File: config.mk
export PLATFORM = sky130hd
export DESIGN_NAME = fifo_v3_sync
export DESIGN_NICKNAME = d
export VERILOG_FILES = /design/src/rtl/fifo_v3_sync.sv
export SDC_FILE = /design/constraint.sdc
export NUM_CORES = 1
export LEC_CHECK = 0
export CAP_MARGIN = 20
export CORE_AREA = 10 10 168 186
export CTS_BUF_LIST = sky130_fd_sc_hd__clkbuf_4 sky130_fd_sc_hd__clkbuf_8 sky130_fd_sc_hd__clkbuf_16
export CTS_CLUSTER_SIZE = 14
export DETAILED_ROUTE_END_ITERATION = 8
export DIE_AREA = 0 0 178 196
export GPL_TIMING_DRIVEN = 1
export PLACE_DENSITY = 0.61
export SLEW_MARGIN = 0
export SYNTH_ARGS = -nofsm -noshare
export SYNTH_HDL_FRONTEND = slang
export SYNTH_SLANG_ARGS = --single-unit
File: constraint.sdc
create_clock -name clk_i -period 6.6 [get_ports clk_i]
set_input_delay 0.66 -clock clk_i [delete_from_list [all_inputs] [get_ports clk_i]]
set_output_delay 0.66 -clock clk_i [all_outputs]
set_load 0.005 [all_outputs]
File: src/rtl/fifo_v3_sync.sv
// -----------------------------------------------------------------------------
// fifo_v3_sync
//   Synchronous single-clock FIFO built on a circular buffer. It supports an
//   optional fall-through mode, a synchronous flush and an occupancy count.
//   The payload can be any type, including packed structs.
//
// Parameters
//   FALL_THROUGH : 1 = an empty FIFO forwards data_i to data_o in the same cycle
//   DATA_WIDTH   : payload width when dtype is left at its default
//   DEPTH        : number of entries (>= 1)
//   dtype        : payload type
//   ADDR_DEPTH   : pointer width (derived, do not override)
//
// Ports
//   clk_i      in   clock
//   rst_ni     in   asynchronous active-low reset
//   flush_i    in   synchronous clear of pointers and count
//   testmode_i in   clock-gating bypass, no functional effect here
//   full_o     out  FIFO holds DEPTH entries
//   empty_o    out  no data available
//   usage_o    out  entry count, low ADDR_DEPTH bits (reads 0 when full and
//                   DEPTH is a power of two; use full_o to tell these apart)
//   data_i     in   push data
//   push_i     in   push request
//   data_o     out  head-of-queue data
//   pop_i      in   pop request
// -----------------------------------------------------------------------------
module fifo_v3_sync #(
  parameter bit          FALL_THROUGH = 1'b0,
  parameter int unsigned DATA_WIDTH   = 32,
  parameter int unsigned DEPTH        = 8,
  parameter type         dtype        = logic [DATA_WIDTH-1:0],
  parameter int unsigned ADDR_DEPTH   = (DEPTH > 1) ? $clog2(DEPTH) : 1
) (
  input  logic                  clk_i,
  input  logic                  rst_ni,
  input  logic                  flush_i,
  input  logic                  testmode_i,
  output logic                  full_o,
  output logic                  empty_o,
  output logic [ADDR_DEPTH-1:0] usage_o,
  input  dtype                  data_i,
  input  logic                  push_i,
  output dtype                  data_o,
  input  logic                  pop_i
);

  if (DEPTH == 0) begin : g_depth_check
    $error("fifo_v3_sync: DEPTH must be at least 1");
  end

  localparam int unsigned MemDepth = (DEPTH > 0) ? DEPTH : 1;
  localparam logic [ADDR_DEPTH-1:0] LastPtr  = ADDR_DEPTH'(MemDepth - 1);
  localparam logic [ADDR_DEPTH:0]   FullCnt  = (ADDR_DEPTH + 1)'(MemDepth);
  localparam logic [ADDR_DEPTH:0]   CntOne   = (ADDR_DEPTH + 1)'(1);

  logic [ADDR_DEPTH-1:0] read_ptr_q,   read_ptr_d;
  logic [ADDR_DEPTH-1:0] write_ptr_q,  write_ptr_d;
  logic [ADDR_DEPTH:0]   status_cnt_q, status_cnt_d;
  dtype                  mem_q [MemDepth];
  logic                  mem_we;
  logic                  push_ok;
  logic                  pop_ok;
  logic                  bypass;

  // Clock gating is not used inside this block, so the test-mode input is
  // intentionally left unconsumed.
  logic unused_testmode;
  assign unused_testmode = testmode_i;

  // Status outputs come straight from registered state. The only exception is
  // the fall-through path, where an incoming push makes the FIFO non-empty.
  assign full_o  = (status_cnt_q == FullCnt);
  assign empty_o = (status_cnt_q == '0) && !(FALL_THROUGH && push_i);
  assign usage_o = status_cnt_q[ADDR_DEPTH-1:0];

  assign push_ok = push_i && !full_o;
  assign pop_ok  = pop_i && !empty_o;
  // In fall-through mode, a push and pop to an empty FIFO hand the word
  // straight through without touching storage.
  assign bypass  = FALL_THROUGH && (status_cnt_q == '0) && push_i && pop_i;

  // NOTE: every signal driven here gets a default first, so no path can leave
  // it unassigned and infer a latch.
  always_comb begin
    read_ptr_d   = read_ptr_q;
    write_ptr_d  = write_ptr_q;
    status_cnt_d = status_cnt_q;
    mem_we       = 1'b0;
    data_o       = mem_q[read_ptr_q];

    if (FALL_THROUGH && (status_cnt_q == '0) && push_i) begin
      data_o = data_i;
    end

    if (push_ok) begin
      mem_we      = 1'b1;
      write_ptr_d = (write_ptr_q == LastPtr) ? '0 : write_ptr_q + 1'b1;
    end
    if (pop_ok) begin
      read_ptr_d = (read_ptr_q == LastPtr) ? '0 : read_ptr_q + 1'b1;
    end

    if (push_ok && !pop_ok) begin
      status_cnt_d = status_cnt_q + CntOne;
    end else if (pop_ok && !push_ok) begin
      status_cnt_d = status_cnt_q - CntOne;
    end

    if (bypass) begin
      read_ptr_d   = read_ptr_q;
      write_ptr_d  = write_ptr_q;
      status_cnt_d = status_cnt_q;
      mem_we       = 1'b0;
    end

    // A flush wins over any push or pop in the same cycle. Storage is left
    // untouched because the cleared pointers make it unreachable.
    if (flush_i) begin
      read_ptr_d   = '0;
      write_ptr_d  = '0;
      status_cnt_d = '0;
      mem_we       = 1'b0;
    end
  end

  // NOTE: registers are updated with non-blocking assignments, so every flop
  // samples the pre-edge value of the others.
  always_ff @(posedge clk_i or negedge rst_ni) begin
    if (!rst_ni) begin
      read_ptr_q   <= '0;
      write_ptr_q  <= '0;
      status_cnt_q <= '0;
    end else begin
      read_ptr_q   <= read_ptr_d;
      write_ptr_q  <= write_ptr_d;
      status_cnt_q <= status_cnt_d;
    end
  end

  // NOTE: storage is cleared on reset on purpose, so data_o reads 0 out of
  // reset. This prevents the array from mapping to RAM macros without reset,
  // which is acceptable at the small depths this FIFO is used at.
  always_ff @(posedge clk_i or negedge rst_ni) begin
    if (!rst_ni) begin
      for (int unsigned i = 0; i < MemDepth; i++) begin
        mem_q[i] <= '0;
      end
    end else if (mem_we) begin
      mem_q[write_ptr_q] <= data_i;
    end
  end

  // The producer and consumer are expected to honour full_o and empty_o.
  // These checks flag violations. The request is still dropped silently in
  // hardware, so the checks only warn.
  push_while_full : assert property (
    @(posedge clk_i) disable iff (!rst_ni) (push_i && !flush_i) |-> !full_o)
    else $warning("fifo_v3_sync: push while full, request dropped");

  pop_while_empty : assert property (
    @(posedge clk_i) disable iff (!rst_ni) (pop_i && !flush_i) |-> !empty_o)
    else $warning("fifo_v3_sync: pop while empty, request dropped");

endmodule

### After elaboration in Yosys (flattened, before gate mapping)

Index checks and enable logic that the tools add are counted.
Widths: inputs -> output; s select.

| word-level totals | value |
|---|---|
| input bits | 38 |
| flip-flop bits (word level) | 266 |
| output and inout port bits | 37 |

| operators by class | value |
|---|---|
| equal/unequal tests | 3 |
| $lt $le $gt $ge | 3 |
| $add $sub $neg | 4 |
| muxes and demuxes | 17 |
| bitwise operators | 2 |
| reduce and logical (&&, ||, !) cells | 13 |

Operator list:

| operator | count |
|---|---|
| $bwmux 256 | 1 |
| $bmux 32 s3 | 1 |
| $demux 32 s3 | 1 |
| $mux 32 | 3 |
| $mux 3 | 6 |
| $mux 4 | 3 |
| $ge 4x4->1 const B | 2 |
| $not 3->4 | 2 |
| $add 3x1->3 const B | 2 |
| $eq 3x3->1 const B | 2 |
| $logic_and 1x1->1 | 5 |
| $add 4x1->4 const B | 1 |
| $eq 4x4->1 const B | 1 |
| $logic_not 1->1 | 4 |
| $logic_not 4->1 | 1 |
| $lt 4x1->1 const B | 1 |
| $reduce_bool 2->1 | 2 |
| $sub 4x1->4 const B | 1 |
| $reduce_bool 3->1 | 1 |
| $mux 1 | 2 |

### Longest topological paths before layout

Gate-level depths: netlist (run 1).

| depth | value |
|---|---|
| depth in word-level cells | 8 |
| gate-level depth with buffers | 8 |
| gate-level depth less buffers | 7 |

### Worst setup path after synthesis (run 1)

OpenSTA, ideal clock, no wires.

| timing | value |
|---|---|
| path kind | register to output |
| from | register read_ptr_q[0] |
| to | output data_o[13] in the netlist's numbering |
| stages on the path, launching flop included | 5 |
| path slack | 3.954 ns |
| path buffers | 2 |
| arrival | 1.986 ns |
| cell sequence | dfrtp_1 buf_2 buf_1 mux4_2 mux2_2 |

RTL lines:

| what | line | text |
|---|---|---|
| from (decl) | 57 | `logic [ADDR_DEPTH-1:0] read_ptr_q, read_ptr_d;` |
| from (signal assigned) | 135 | `read_ptr_q <= read_ptr_d;` |
| to (decl) | 44 | `output dtype data_o,` |

==> parameters.txt, run 1 <==
Parameter                              Value

Yosys
  Post-synthesis register bit count    266
  Synth area leader    dfrtp_1
  Largest cells by area after synthesis    dfrtp_1 55%, mux2_2 26%, mux4_2 12%
  Unique masters post-synth    40
  Syn nets    781
  Number of warnings printed during yosys synthesis    0
  Cell area after technology mapping    0.0121 mm2
  Synthesized area per cell    16.5 um2
  Fraction of synthesized cell area taken by the top area cell type    0.549
  Sequential area share after synthesis    0.549
  Cells after synthesis    736

Drt
  Via-to-Cell Ratio    5.57
  Count of antenna-violating nets left after detailed routing    0
  First-pass iteration count of the detailed router    4
  Iteration-0 DRC count of the detailed router    310
  Total via count after detailed routing    6,610
  Aggregate routed wire length    26,600 um
  Detail-routed net length per standard cell    22.4 um
  Number of DRC violations after detailed routing    0

Worst setup path
  Startpoint kind of the worst setup timing path    flip-flop
  CP max-delay cell    dfrtp_4
  Register-to-register path setup slack    3.53 ns
  Critical path capture point type    output pin
  Arrival time at the worst endpoint    2.98 ns
  Type of the worst setup path    reg -> out
  Critical path data required time    5.94 ns
  Peak fanout along the critical path    21
  Cells traversed along the worst timing path    buf_4 -> mux4_2 -> mux2_2 -> clkdlybuf4s50_1
  Critical Path Max Stage Delay    0.65 ns

Die
  Floorplan die area    0.0349 mm2
  Chip Height    196 um
  Core Rows    64
  Horiz. Die Dim    178 um
  Starting utilization of the core area    0.441
  Std-Cell Core Area    0.0275 mm2
  Number of primary I/O pins    75

Global routing
  Highest-utilization routing layer at the global route stage    met2
  Wire length of the first global-routing pass    43,200 um
  Met2 track demand over resource in global routing    0.273
  Via count of the first global-routing pass    7,690
  Met3 routing resource usage after global routing    0.0280
  GR Util All Layers    0.156
  Met1 Resource Use GR    0.198
  Gr ovfl total    0
  Number of antenna violations at the first check in global routing    1
  Pin count of the biggest net entering global routing    130

Clock network
  Total setup buffers inserted after CTS    0
  Clock Tree Root    clkbuf_16
  Cts bufs inserted    29
  Post_cts resized    0
  CTS tree    done
  Max H-tree Level    1
  Hold_buf cts    0
  Number of clock sinks    266
  Clock slew at the register clock pins of the worst setup and hold paths    0.06 ns
  Clock insertion delay at the later pin of the skew report    0.54 ns
  Maximum clock insertion buffer count    3

Timing
  Number of slew-limit violations in the final report    0
  Actual transition at the worst max-transition pin    1.11 ns
  Max-slew headroom at the worst pin    0.261
  Number of failing setup endpoints in the final timing report    0
  Setup slack of the critical path after layout    2.96 ns
  Time the worst path needs with I/O delays and setup    3.64 ns
  Maximum clock rate    0.275 GHz
  Part of the cycle the worst path needs    0.552
  Final Hold Viols    0
  RSZ-0062 raised after global routing    no
  Setup_tns    0 ns
  Clock skew after layout    0.00585 ns

Finish
  Post-synthesis to final-layout area growth    16.6%
  Share of post-route cells with drive strength above 1    0.517
  Fin util    0.515
  Post-layout nets    846
  Number of fillers in the final layout    2,266

Place
  HPWL reported at the end of detailed placement    15,400 um
  Weighted congestion reported at the end of routability-driven placement    0.752
  Worst slack after detailed placement    2.87 ns
  IO Port Bufs    73

Power and ir drop
  Total leakage power    0.00632 uW
  IR Drop Worst-Case VDD    0.000219 V
  Cell area power density    387 mW/mm2

Status
  Status    completed

Flow run
  MaxCap Viol Count    0

Worst hold path
  Type of the worst min-delay path    in -> async
worst paths after layout:
path / from / depth (start not counted) / endpoint
setup / recovery: read_ptr_q[0] / 4 / data_o[27]
hold / removal: rst_ni / 1 / mem_q[236]
setup reg to reg: status_cnt_q[2] / 5 / mem_q[78]
hold reg to reg: mem_q[164] / 1 / mem_q[164]
max in group asynchronous: rst_ni / 2 / mem_q[186]
min in group clk_i: mem_q[164] / 1 / mem_q[164]
metrics by stage:
| stage | instances | total power, uW | hold WS, ns | cell area, um2 |
|---|---|---|---|---|
| after floorplan | 736 | 3240 | 0.364 | 12100 |
| after global placement | 1132 | 3800 | 0.462 | 13100 |
| after detailed placement | 1132 | 3890 | 0.474 | 13100 |
| after CTS | 1184 | 5550 | 0.272 | 14100 |
| after global routing | 1185 | 5780 | 0.309 | 14100 |
| final | 1186 | 5470 | 0.199 | 14100 |
synth_stat cells:
cell type	instances
nor3b_4	2
and4b_1	1
fa_1	1
nor2_1	5
nor3b_1	1
mux4_2	64
a21oi_1	9
a21o_1	1
o41ai_1	1
mux2_1	4
dfrtp_1	266
o311ai_0	1
nor4_1	1
or4_1	1
o311ai_1	1
buf_2	16
inv_1	3
or4b_1	2
nand2b_1	1
inv_2	1
o221ai_1	1
mux2i_1	2
ha_1	6
mux2_2	284
or2_2	1
buf_4	10
clkbuf_1	14
buf_6	6
nand2_1	9
a2111oi_0	1
or3_1	1
xnor2_1	2
nor2_2	1
buf_1	6
nand3b_1	2
nor3_4	1
o41a_1	1
nand3_1	4
a211oi_1	1
nor3_1	1
layout by cell type (no fill, tap or decap), types with 3 or more instances in the layout:
master             n
a21oi_1            9
buf_4             12
clkbuf_16         29
clkbuf_4           7
clkbuf_8           8
clkdlybuf4s50_1   72
clkinv_2           5
dfrtp_1          263
ha_1               6
inv_1              3
mux2_1             4
mux2_2           284
mux4_2            64
nand2_1            8
nand3_1            3
nor2_1             5
logic make-up after synthesis:
group | after synthesis | synth area share
fa+ha+maj | 7 | 0.00784
buf+inv | 56 | 0.0258
flops | 266 | 0.549
compound gates | 17 | 0.00950
xor+xnor | 2 | 0.00145
mux | 354 | 0.388
simple gates | 34 | 0.0184
cell type report:
cell class              count  area [um2]  share of cell area
flip-flops and latches    266        6670               0.471
multi-input cells         414        5170               0.365
clock buffers              44         888              0.0628
repair buffers             86         853              0.0603
well taps                 363         454              0.0321
clock inverters             8        93.8             0.00664
inverters                   4        15.0             0.00106
diodes                      1        2.50            0.000177
critical path, delay by kind of cell, from the launching register on:
kind | cells | cell delay (ns)
flops | 1 | 0.65
mux | 2 | 0.88
buf+inv | 2 | 0.92
layer usage:
metal	share of wire	vias up
met5	0	-
li1	-	2894
met2	0.51	100
met1	0.43	3589
met4	0.013	0
met3	0.039	27
report_power, final:
part	internal [uW]	switching, uW	total, uW
clock	1000	633	1630
sequential	2020	263	2290
combinational	1020	521	1550
sequential cells by signal (all words and copies together) (netlist names):
signal	count
read_ptr_q	3
write_ptr_q	3
status_cnt_q	4
mem_q	256
Power figures use the tool's default switching activity.
==> run 2: changes to the inputs <==
clock period = 3.36 ns   (was 6.6 ns; I/O delays follow)
==> parameters.txt, run 2 (synthesis results as in run 1) <==
Parameter                              Value

Clock network
  Max H-tree Level    1 (unchanged)
  Clock insertion delay at the later pin of the skew report    0.55 ns (about the same)
  Number of clock sinks    266 (unchanged)
  Total setup buffers inserted after CTS    0 (unchanged)
  Hold_buf cts    1 (+1)
  CTS tree    done
  Cts bufs inserted    29 (unchanged)
  Maximum clock insertion buffer count    3 (unchanged)
  Clock slew at the register clock pins of the worst setup and hold paths    0.06 ns (about the same)
  Post_cts resized    0 (unchanged)
  Clock Tree Root    clkbuf_16

Drt
  First-pass iteration count of the detailed router    4 (unchanged)
  Number of DRC violations after detailed routing    0 (unchanged)
  Total via count after detailed routing    6,714 (+1.6%)
  Aggregate routed wire length    26,900 um (+1.3%)
  Via-to-Cell Ratio    5.57 (about the same)
  Count of antenna-violating nets left after detailed routing    0 (unchanged)
  Detail-routed net length per standard cell    22.3 um (-0.35%)
  Iteration-0 DRC count of the detailed router    317 (+2.3%)

Die
  Core Rows    64 (unchanged)
  Std-Cell Core Area    0.0275 mm2 (unchanged)
  Horiz. Die Dim    178 um (unchanged)
  Floorplan die area    0.0349 mm2 (unchanged)
  Number of primary I/O pins    75 (unchanged)
  Chip Height    196 um (unchanged)
  Starting utilization of the core area    0.441 (unchanged)

Global routing
  Pin count of the biggest net entering global routing    97 (-25%)
  Number of antenna violations at the first check in global routing    0 (-1)
  Gr ovfl total    0 (unchanged)
  Via count of the first global-routing pass    7,878 (+2.4%)
  GR Util All Layers    0.160 (+0.00356)
  Wire length of the first global-routing pass    44,300 um (+2.6%)

Worst setup path
  Peak fanout along the critical path    20 (-4.8%)
  Arrival time at the worst endpoint    2.85 ns (-0.13 ns)
  Critical path data required time    3.02 ns (-2.92 ns)
  Type of the worst setup path    reg -> out
  Critical path capture point type    output pin
  Startpoint kind of the worst setup timing path    flip-flop

Timing
  Max-slew headroom at the worst pin    0.307 (+0.0463)
  Setup slack of the critical path after layout    0.178 ns (-2.78 ns)
  Time the worst path needs with I/O delays and setup    3.18 ns
  Final Hold Viols    0 (unchanged)
  Number of slew-limit violations in the final report    0 (unchanged)
  Clock skew after layout    0.0136 ns (+0.00773 ns)
  Actual transition at the worst max-transition pin    1.03 ns (-0.0828 ns)
  Part of the cycle the worst path needs    0.947
  Setup_tns    0 ns (unchanged)
  RSZ-0062 raised after global routing    no
  Number of failing setup endpoints in the final timing report    0 (unchanged)
  Maximum clock rate    0.314 GHz

Finish
  Number of flip-flops under the largest register name    256 (unchanged)
  Share of post-route cells with drive strength above 1    0.527 (+0.0103)
  Post-layout nets    866 (+2.4%)
  Register bank with the most flops    mem_q
  Final instance count without filler cells    1,205 (+1.6%)
  Most used cells in the layout excluding fill and tap cells    284 x mux2_2, 263 x dfrtp_1, 72 x clkdlybuf4s50_1
  Area of all sequential standard cells    0.00667 mm2 (unchanged)
  Post-synthesis to final-layout area growth    18.3%
  Final antenna diode count    0 (-1)
  Area of combinational cells with multiple inputs    0.00517 mm2 (unchanged)
  Number of fillers in the final layout    2,209 (-2.5%)
  Largest registers ranked by flip-flop count    mem_q (256), status_cnt_q (4)
  Most common cell after layout, fill and taps aside    mux2_2

Place
  Weighted congestion reported at the end of routability-driven placement    0.748 (-0.51%)
  Inst Count DP    1,152 (+1.8%)
  HPWL reported at the end of detailed placement    17,100 um (+11%)
  Worst slack after detailed placement    0.315 ns (-2.56 ns)
  IO Port Bufs    73 (unchanged)

Power and ir drop
  IR Drop Worst-Case VDD    0.000413 V (+88%)
  Total leakage power    0.00643 uW (+1.7%)
  Cell area power density    751 mW/mm2 (+94%)
  Final Power    10,800 uW (+97%)

Worst hold path
  Type of the worst min-delay path    in -> async

Status
  Status    completed

Flow run
  MaxCap Viol Count    0 (unchanged)
-- run 2: where the power goes --
group          internal, uW  total (uW)  switching, uW
registers              3980        4470            488
logic                  2050        3130           1070
clock network          1940        3190           1240
-- run 2: worst max-delay path, stage by stage (launching register included) --
cell	delay [ns]
dfrtp_4	0.72
buf_4	0.28
mux4_2	0.52
mux2_2	0.31
clkdlybuf4s50_1	0.46
-- run 2: final cells by class --
| type | count | area share |
|---|---|---|
| clock buffer | 44 | 0.0610 |
| multi-input combinational | 414 | 0.360 |
| tap | 363 | 0.0317 |
| inverter | 4 | 0.00105 |
| clock inverter | 8 | 0.00671 |
| timing repair buffer | 106 | 0.0748 |
| sequential | 266 | 0.465 |
-- run 2: worst paths after layout --
path	start	endpoint	slack [ns]	cells after the start
max	read_ptr_q[0]	data_o[10]	0.18	4
min	rst_ni	mem_q[78]	0.41	2
max reg2reg	status_cnt_q[2]	status_cnt_q[3]	0.29	7
min reg2reg	mem_q[165]	mem_q[165]	0.48	1
max in group asynchronous	rst_ni	mem_q[187]	2.09	3
min in group clk_i	mem_q[165]	mem_q[165]	0.48	1
-- run 2: through the flow --
step                      hold WS, ns  utilization  instance area [um2]
after detailed placement        0.421        0.487                13400
after CTS                       0.417        0.522                14300
after global routing            0.472        0.522                14300
after global placement          0.406        0.487                13400
final                           0.408        0.522                14300
after floorplan                0.0404            -                12100
-- run 2: metal layers --
| layer | global-route usage | routed length (um) | up-vias |
|---|---|---|---|
| li1 | - | - | 2933 |
| met1 | 0.195 | 11300 | 3644 |
| met2 | 0.287 | 14000 | 108 |
| met3 | 0.0294 | 1100 | 29 |
| met4 | 0.0343 | 409 | 0 |
| met5 | 0 | 0 | - |
